==> src/rtl/neural_pkg.sv <==
// ============================================================================
// neural_pkg : shared types and constants for the neural result display path
// Rev 1.0
// ============================================================================
`default_nettype none

package neural_pkg;

  // Scores are signed Q4.12: 4 integer bits (sign included), 12 fraction bits
  localparam int Q_INT_BITS  = 4;
  localparam int Q_FRAC_BITS = 12;
  localparam int Q_WIDTH     = Q_INT_BITS + Q_FRAC_BITS;

  typedef enum logic [1:0] {
    IDLE    = 2'd0,
    COLLECT = 2'd1,
    RESOLVE = 2'd2
  } ctrl_state_t;

  localparam logic [3:0] DIGIT_NONE = 4'hA;

  // Segment order {dp,g,f,e,d,c,b,a}, active-high
  localparam logic [7:0] SEG_0     = 8'h3F;
  localparam logic [7:0] SEG_1     = 8'h06;
  localparam logic [7:0] SEG_2     = 8'h5B;
  localparam logic [7:0] SEG_3     = 8'h4F;
  localparam logic [7:0] SEG_4     = 8'h66;
  localparam logic [7:0] SEG_5     = 8'h6D;
  localparam logic [7:0] SEG_6     = 8'h7D;
  localparam logic [7:0] SEG_7     = 8'h07;
  localparam logic [7:0] SEG_8     = 8'h7F;
  localparam logic [7:0] SEG_9     = 8'h6F;
  localparam logic [7:0] SEG_BLANK = 8'h00;

endpackage

`default_nettype wire

==> src/rtl/seven_seg_enc.sv <==
// ============================================================================
// seven_seg_enc : combinational digit to seven-segment pattern; non-digits blank
// Rev 1.0
// ============================================================================
`default_nettype none

module seven_seg_enc
  import neural_pkg::*;
(
  input  logic [3:0] i_digit,
  output logic [7:0] o_seg
);

  always_comb begin
    o_seg = SEG_BLANK;
    case (i_digit)
      4'd0:    o_seg = SEG_0;
      4'd1:    o_seg = SEG_1;
      4'd2:    o_seg = SEG_2;
      4'd3:    o_seg = SEG_3;
      4'd4:    o_seg = SEG_4;
      4'd5:    o_seg = SEG_5;
      4'd6:    o_seg = SEG_6;
      4'd7:    o_seg = SEG_7;
      4'd8:    o_seg = SEG_8;
      4'd9:    o_seg = SEG_9;
      default: o_seg = SEG_BLANK;
    endcase
  end

endmodule

`default_nettype wire

==> src/rtl/neural_result_ctrl.sv <==
// ============================================================================
// neural_result_ctrl : streams class scores, tracks thresholded argmax, drives display
// Rev 1.0
// ============================================================================
`default_nettype none

module neural_result_ctrl
  import neural_pkg::*;
#(
  parameter logic signed [15:0] THRESH      = 16'sh0400,
  parameter int                 TIMEOUT     = 64,
  parameter int                 NUM_CLASSES = 10
) (
  input  logic                      clk,
  input  logic                      n_rst,
  input  logic                      start,
  input  logic                      clear,
  input  logic                      score_valid,
  input  logic signed [Q_WIDTH-1:0] score_data,
  output logic                      score_ready,
  output logic                      busy,
  output logic                      done,
  output logic                      abort,
  output logic [3:0]                digit,
  output logic                      digit_valid,
  output logic [7:0]                seven_seg
);

  localparam int         WD_W     = $clog2(TIMEOUT + 1);
  localparam logic [3:0] c_IDX_LAST = 4'(NUM_CLASSES - 1);
  localparam logic [WD_W-1:0] c_WD_LAST = WD_W'(TIMEOUT - 1);

  ctrl_state_t               r_state;
  logic [3:0]                r_idx;
  logic signed [Q_WIDTH-1:0] r_best_val;
  logic [3:0]                r_best_idx;
  logic                      r_have;
  logic [WD_W-1:0]           r_wdog;
  logic                      r_done;
  logic                      r_abort;
  logic [3:0]                r_digit;
  logic [7:0]                r_seg;
  logic                      r_digit_valid;

  logic       w_beat;
  logic       w_eligible;
  logic [3:0] w_res_digit;
  logic [7:0] w_res_seg;

  assign w_beat      = score_valid && (r_state == COLLECT);
  // Strict compare against the incumbent keeps the lower index on ties
  assign w_eligible  = (score_data > THRESH) && (!r_have || (score_data > r_best_val));
  assign w_res_digit = r_have ? r_best_idx : DIGIT_NONE;

  seven_seg_enc u_enc (
    .i_digit (w_res_digit),
    .o_seg   (w_res_seg)
  );

  always_ff @(posedge clk) begin
    if (!n_rst) begin
      r_state       <= IDLE;
      r_idx         <= '0;
      r_best_val    <= '0;
      r_best_idx    <= '0;
      r_have        <= 1'b0;
      r_wdog        <= '0;
      r_done        <= 1'b0;
      r_abort       <= 1'b0;
      r_digit       <= DIGIT_NONE;
      r_seg         <= SEG_BLANK;
      r_digit_valid <= 1'b0;
    end else begin
      r_done  <= 1'b0;
      r_abort <= 1'b0;

      if (clear) begin
        r_digit       <= DIGIT_NONE;
        r_seg         <= SEG_BLANK;
        r_digit_valid <= 1'b0;
      end

      case (r_state)
        IDLE: begin
          if (start) begin
            r_idx      <= '0;
            r_best_val <= '0;
            r_best_idx <= '0;
            r_have     <= 1'b0;
            r_wdog     <= '0;
            r_state    <= COLLECT;
          end
        end

        COLLECT: begin
          if (start) begin
            r_idx      <= '0;
            r_best_val <= '0;
            r_best_idx <= '0;
            r_have     <= 1'b0;
            r_wdog     <= '0;
          end else if (w_beat) begin
            if (w_eligible) begin
              r_best_val <= score_data;
              r_best_idx <= r_idx;
              r_have     <= 1'b1;
            end
            r_idx  <= r_idx + 4'd1;
            r_wdog <= '0;
            if (r_idx == c_IDX_LAST) r_state <= RESOLVE;
          end else if (r_wdog == c_WD_LAST) begin
            r_abort <= 1'b1;
            r_state <= IDLE;
          end else begin
            r_wdog <= r_wdog + 1'b1;
          end
        end

        // Placed after the clear handling so a fresh result overrides it
        RESOLVE: begin
          r_digit       <= w_res_digit;
          r_seg         <= w_res_seg;
          r_digit_valid <= 1'b1;
          r_done        <= 1'b1;
          r_state       <= IDLE;
        end

        default: r_state <= IDLE;
      endcase
    end
  end

  assign score_ready = (r_state == COLLECT);
  assign busy        = (r_state == COLLECT) || (r_state == RESOLVE);
  assign done        = r_done;
  assign abort       = r_abort;
  assign digit       = r_digit;
  assign digit_valid = r_digit_valid;
  assign seven_seg   = r_seg;

endmodule

`default_nettype wire

==> config.mk <==
export PLATFORM = sky130hd
export DESIGN_NAME = neural_result_ctrl
export DESIGN_NICKNAME = d
export VERILOG_FILES = /design/src/rtl/neural_pkg.sv /design/src/rtl/seven_seg_enc.sv /design/src/rtl/neural_result_ctrl.sv
export SDC_FILE = /design/constraint.sdc
export NUM_CORES = 1
export LEC_CHECK = 0
export CORE_MARGIN = 2
export CORE_UTILIZATION = 45
export DETAILED_ROUTE_END_ITERATION = 8
export DONT_BUFFER_PORTS = 1
export GPL_TIMING_DRIVEN = 0
export PLACE_DENSITY = 0.61
export SETUP_SLACK_MARGIN = 0.5
export SLEW_MARGIN = 40
export SYNTH_ARGS = -nofsm -noshare
export SYNTH_HDL_FRONTEND = slang
export SYNTH_SLANG_ARGS = --single-unit
export TNS_END_PERCENT = 10
==> constraint.sdc <==
create_clock -name clk -period 2.97 [get_ports clk]
set_input_delay 0.4455 -clock clk [delete_from_list [all_inputs] [get_ports clk]]
set_output_delay 0.4455 -clock clk [all_outputs]
set_load 0.03 [all_outputs]
==> impl_metrics.env <==
export IMPL_path_common_cell="buf_6"
export IMPL_detail_route_iter0_violations=68
export IMPL_leakage_uw=0.00112
export IMPL_max_vdd_ir_drop_v=0.000192
export IMPL_yosys_area_share_simple_pct=17.3
export IMPL_grt_pass1_vias=1877
export IMPL_nNetsFinal=354
export IMPL_synth_edf_count=0
export IMPL_crit_family="compound AO/OA/AOI/OAI gates"
export IMPL_async_reset_ff_share_pct=0
export IMPL_grt_max_degree=15
export IMPL_grt_pass1_wl_um=8500
export IMPL_crit_chain="inv_2 > ha_4 > buf_6 > nor2b_4 > o22ai_4 > a211o_1 > nor3_2 > mux2i_2 > a211oi_4 > buf_6 > a22o_1"
export IMPL_worst_setup_path_start_kind="flip-flop"
export IMPL_initial_utilization_pct=46.2
export IMPL_ys_flop_type="dfxtp_1"
export IMPL_skew_ns=0.00613
export IMPL_hold_violations=0
export IMPL_antenna_found_initial=0
export IMPL_place_congestion=0.815
export IMPL_clkLatencyLatePin_ns=0.30
export IMPL_cts_hold_buf=0
export IMPL_critPathKind="flip-flop to flip-flop"
export IMPL_clk_pin_slew_worst_paths_ns=0.09
export IMPL_final_cell_mix="46 x dfxtp_1, 28 x a21oi_1, 26 x inv_1"
export IMPL_synthCells=289
export IMPL_critPathSlowestCell="a211oi_4"
export IMPL_final_area_um2=2900
export IMPL_slew_violations=0
export IMPL_die_h_um=78.7
export IMPL_syn_area_um2=2510
export IMPL_cts_made_buffers=5
export IMPL_die_x_um=78.7
export IMPL_fmax_mhz=421
export IMPL_dieArea_um2=6190
export IMPL_io_buffers=0
export IMPL_synth_adder_area_share_pct=13.5
export IMPL_synth_area_mux_share_pct=1.20
export IMPL_power_density_nw_per_um2=448
export IMPL_maxSlewHeadroom_pct=66.0
export IMPL_utilization_pct=53.2
export IMPL_area_growth_pct=15.3
export IMPL_root_buffer="clkbuf_8"
export IMPL_critPathBufInv=3
export IMPL_layout_drive_gt1_share_pct=13.4
export IMPL_drtPass1Iterations=4
export IMPL_row_count=27
export IMPL_place_area_um2=2600
export IMPL_rsz0062_at_grt="no"
export IMPL_hold_slack_ns=0.199
export IMPL_cp_slowest_stage_delay_ns=0.39
export IMPL_via_per_inst=5.33
export IMPL_tightest_slew_ns=0.509
export IMPL_cts_buffer_depth=2
export IMPL_drc_errors=0
export IMPL_crit_arrival_ns=2.62
export IMPL_mostFrequentLayoutCell="dfxtp_1"
export IMPL_fin_crit_ns=2.37
export IMPL_netlist_top_cells_area="dfxtp_1 38%, ha_1 13%, a22o_1 6.6%, a21oi_1 5.6%, inv_1 4.2%"
export IMPL_pin_count=38
export IMPL_ys_ff_latch=48
export IMPL_post_route_period_util_pct=79.9
export IMPL_synth_nets=337
export IMPL_place_hpwl_um=3730
export IMPL_critical_path_max_fanout=5
export IMPL_totalWireLength_um=5320
export IMPL_synth_xor_area_share_pct=1.74
export IMPL_vias=2021
export IMPL_ys_types=47
export IMPL_seq_area_frac_synth_pct=38.3
export IMPL_yosysTopAreaCellShare_pct=38.3
export IMPL_yosysWarnings=0
export IMPL_grt_remaining_overflow=0
export IMPL_required_ns=3.22
export IMPL_core_area_um2=5440
export IMPL_tns_ns=0
export IMPL_ant_nets=0
export IMPL_finalSetupViolations=0
export IMPL_end_kind="flip-flop"
export IMPL_maxCapViolations=0
export IMPL_cts_htree_levels=2
export IMPL_grt_use_total_pct=17.0
export IMPL_cts_tree="yes"
export IMPL_avgRoutedWirePerCell_um=14.0
export IMPL_diodes=0
export IMPL_synth_compound_area_share_pct=20.9
export IMPL_yosys_area_top_type="dfxtp_1"
export IMPL_synth_top_family_by_area="compound AO/OA/AOI/OAI gates"
export IMPL_min_path_type="primary input to flip-flop"
export IMPL_avgSynthCellArea_um2=8.69
export IMPL_cts_sinks=48
export IMPL_status="finished clean"
==> per-stage QoR <==
stage,worst slack [ns],instances,total power [µW]
floorplan,0.612,289,770
global placement,0.326,361,793
detailed placement,0.306,361,795
CTS,0.454,369,1270
global route,0.444,379,1350
finish,0.596,379,1300
==> cell usage after synthesis, types with 3 or more instances <==
master    number
a211oi_1       3
a21oi_1       28
a22o_1        19
and2_1         4
and3_1         3
clkbuf_1       8
dfxtp_1       48
ha_1          27
inv_1         28
mux2i_1        3
nand2_1       23
nand2b_1       5
nand3_1        4
nor2_1        20
nor2b_1        3
nor3_1         7
nor3b_1        4
o21ai_0       13
xor2_1         3
==> final cells by class <==
type | count | area (µm²)
well taps | 72 | 90.1
repair buffers | 10 | 82.6
plain buffers | 13 | 93.8
clock buffers | 6 | 72.6
inverters | 28 | 105
multi-input cells | 200 | 1450
clock inverters | 2 | 35.0
flip-flops and latches | 48 | 963
fillers | 507 | 2540
==> kinds of logic (layout without fill, tap and decap cells) <==
logic type,Yosys count,in the layout
flops,48,48
fa+ha+maj,27,27
xor+xnor,5,5
simple gates,86,86
buf+inv,41,59
compound gates,78,78
other cells,1,1
mux,3,3
==> sequential cells by signal (all words and copies together) (netlist names), 2 cells and up <==
name and count:
seven_seg 7, r_state 2, r_best_val 16, r_best_idx 4
digit 4, r_idx 4, r_wdog 7
==> worst paths after layout <==
check	slack [ns]	cells after the start	to	start
max	0.60	11	r_best_val[2]$_SDFFE_PN0P_	r_state[0]$_SDFFE_PN0P_
min	0.20	1	digit[1]$_SDFFE_PN1P_	n_rst
max reg2reg	0.60	11	r_best_val[2]$_SDFFE_PN0P_	r_state[0]$_SDFFE_PN0P_
min reg2reg	0.46	2	r_wdog[6]$_SDFFE_PN0P_	r_wdog[6]$_SDFFE_PN0P_
==> report_power, final <==
part / total, µW / switching (µW) / internal (µW)
clock network: 476 / 226 / 250
logic: 167 / 91.8 / 75.6
registers: 654 / 4.76 / 649
total: 1300 / 322 / 975
==> per-layer routing <==
layer	global-route usage (%)	share of wire, %
met1	21.7	49
met2	29.1	47
met3	3.64	2.8
met4	4.21	1.0
met5	0	0
==> repair_timing <==
item,CTS,global route
pin swaps,0,6
cloned,0,2
buffers inserted,0,8
hold endpoints to repair,0,0
setup endpoints to repair,21,21
resized for setup,2,38
Note: power is estimated with default switching activity, not from simulation.
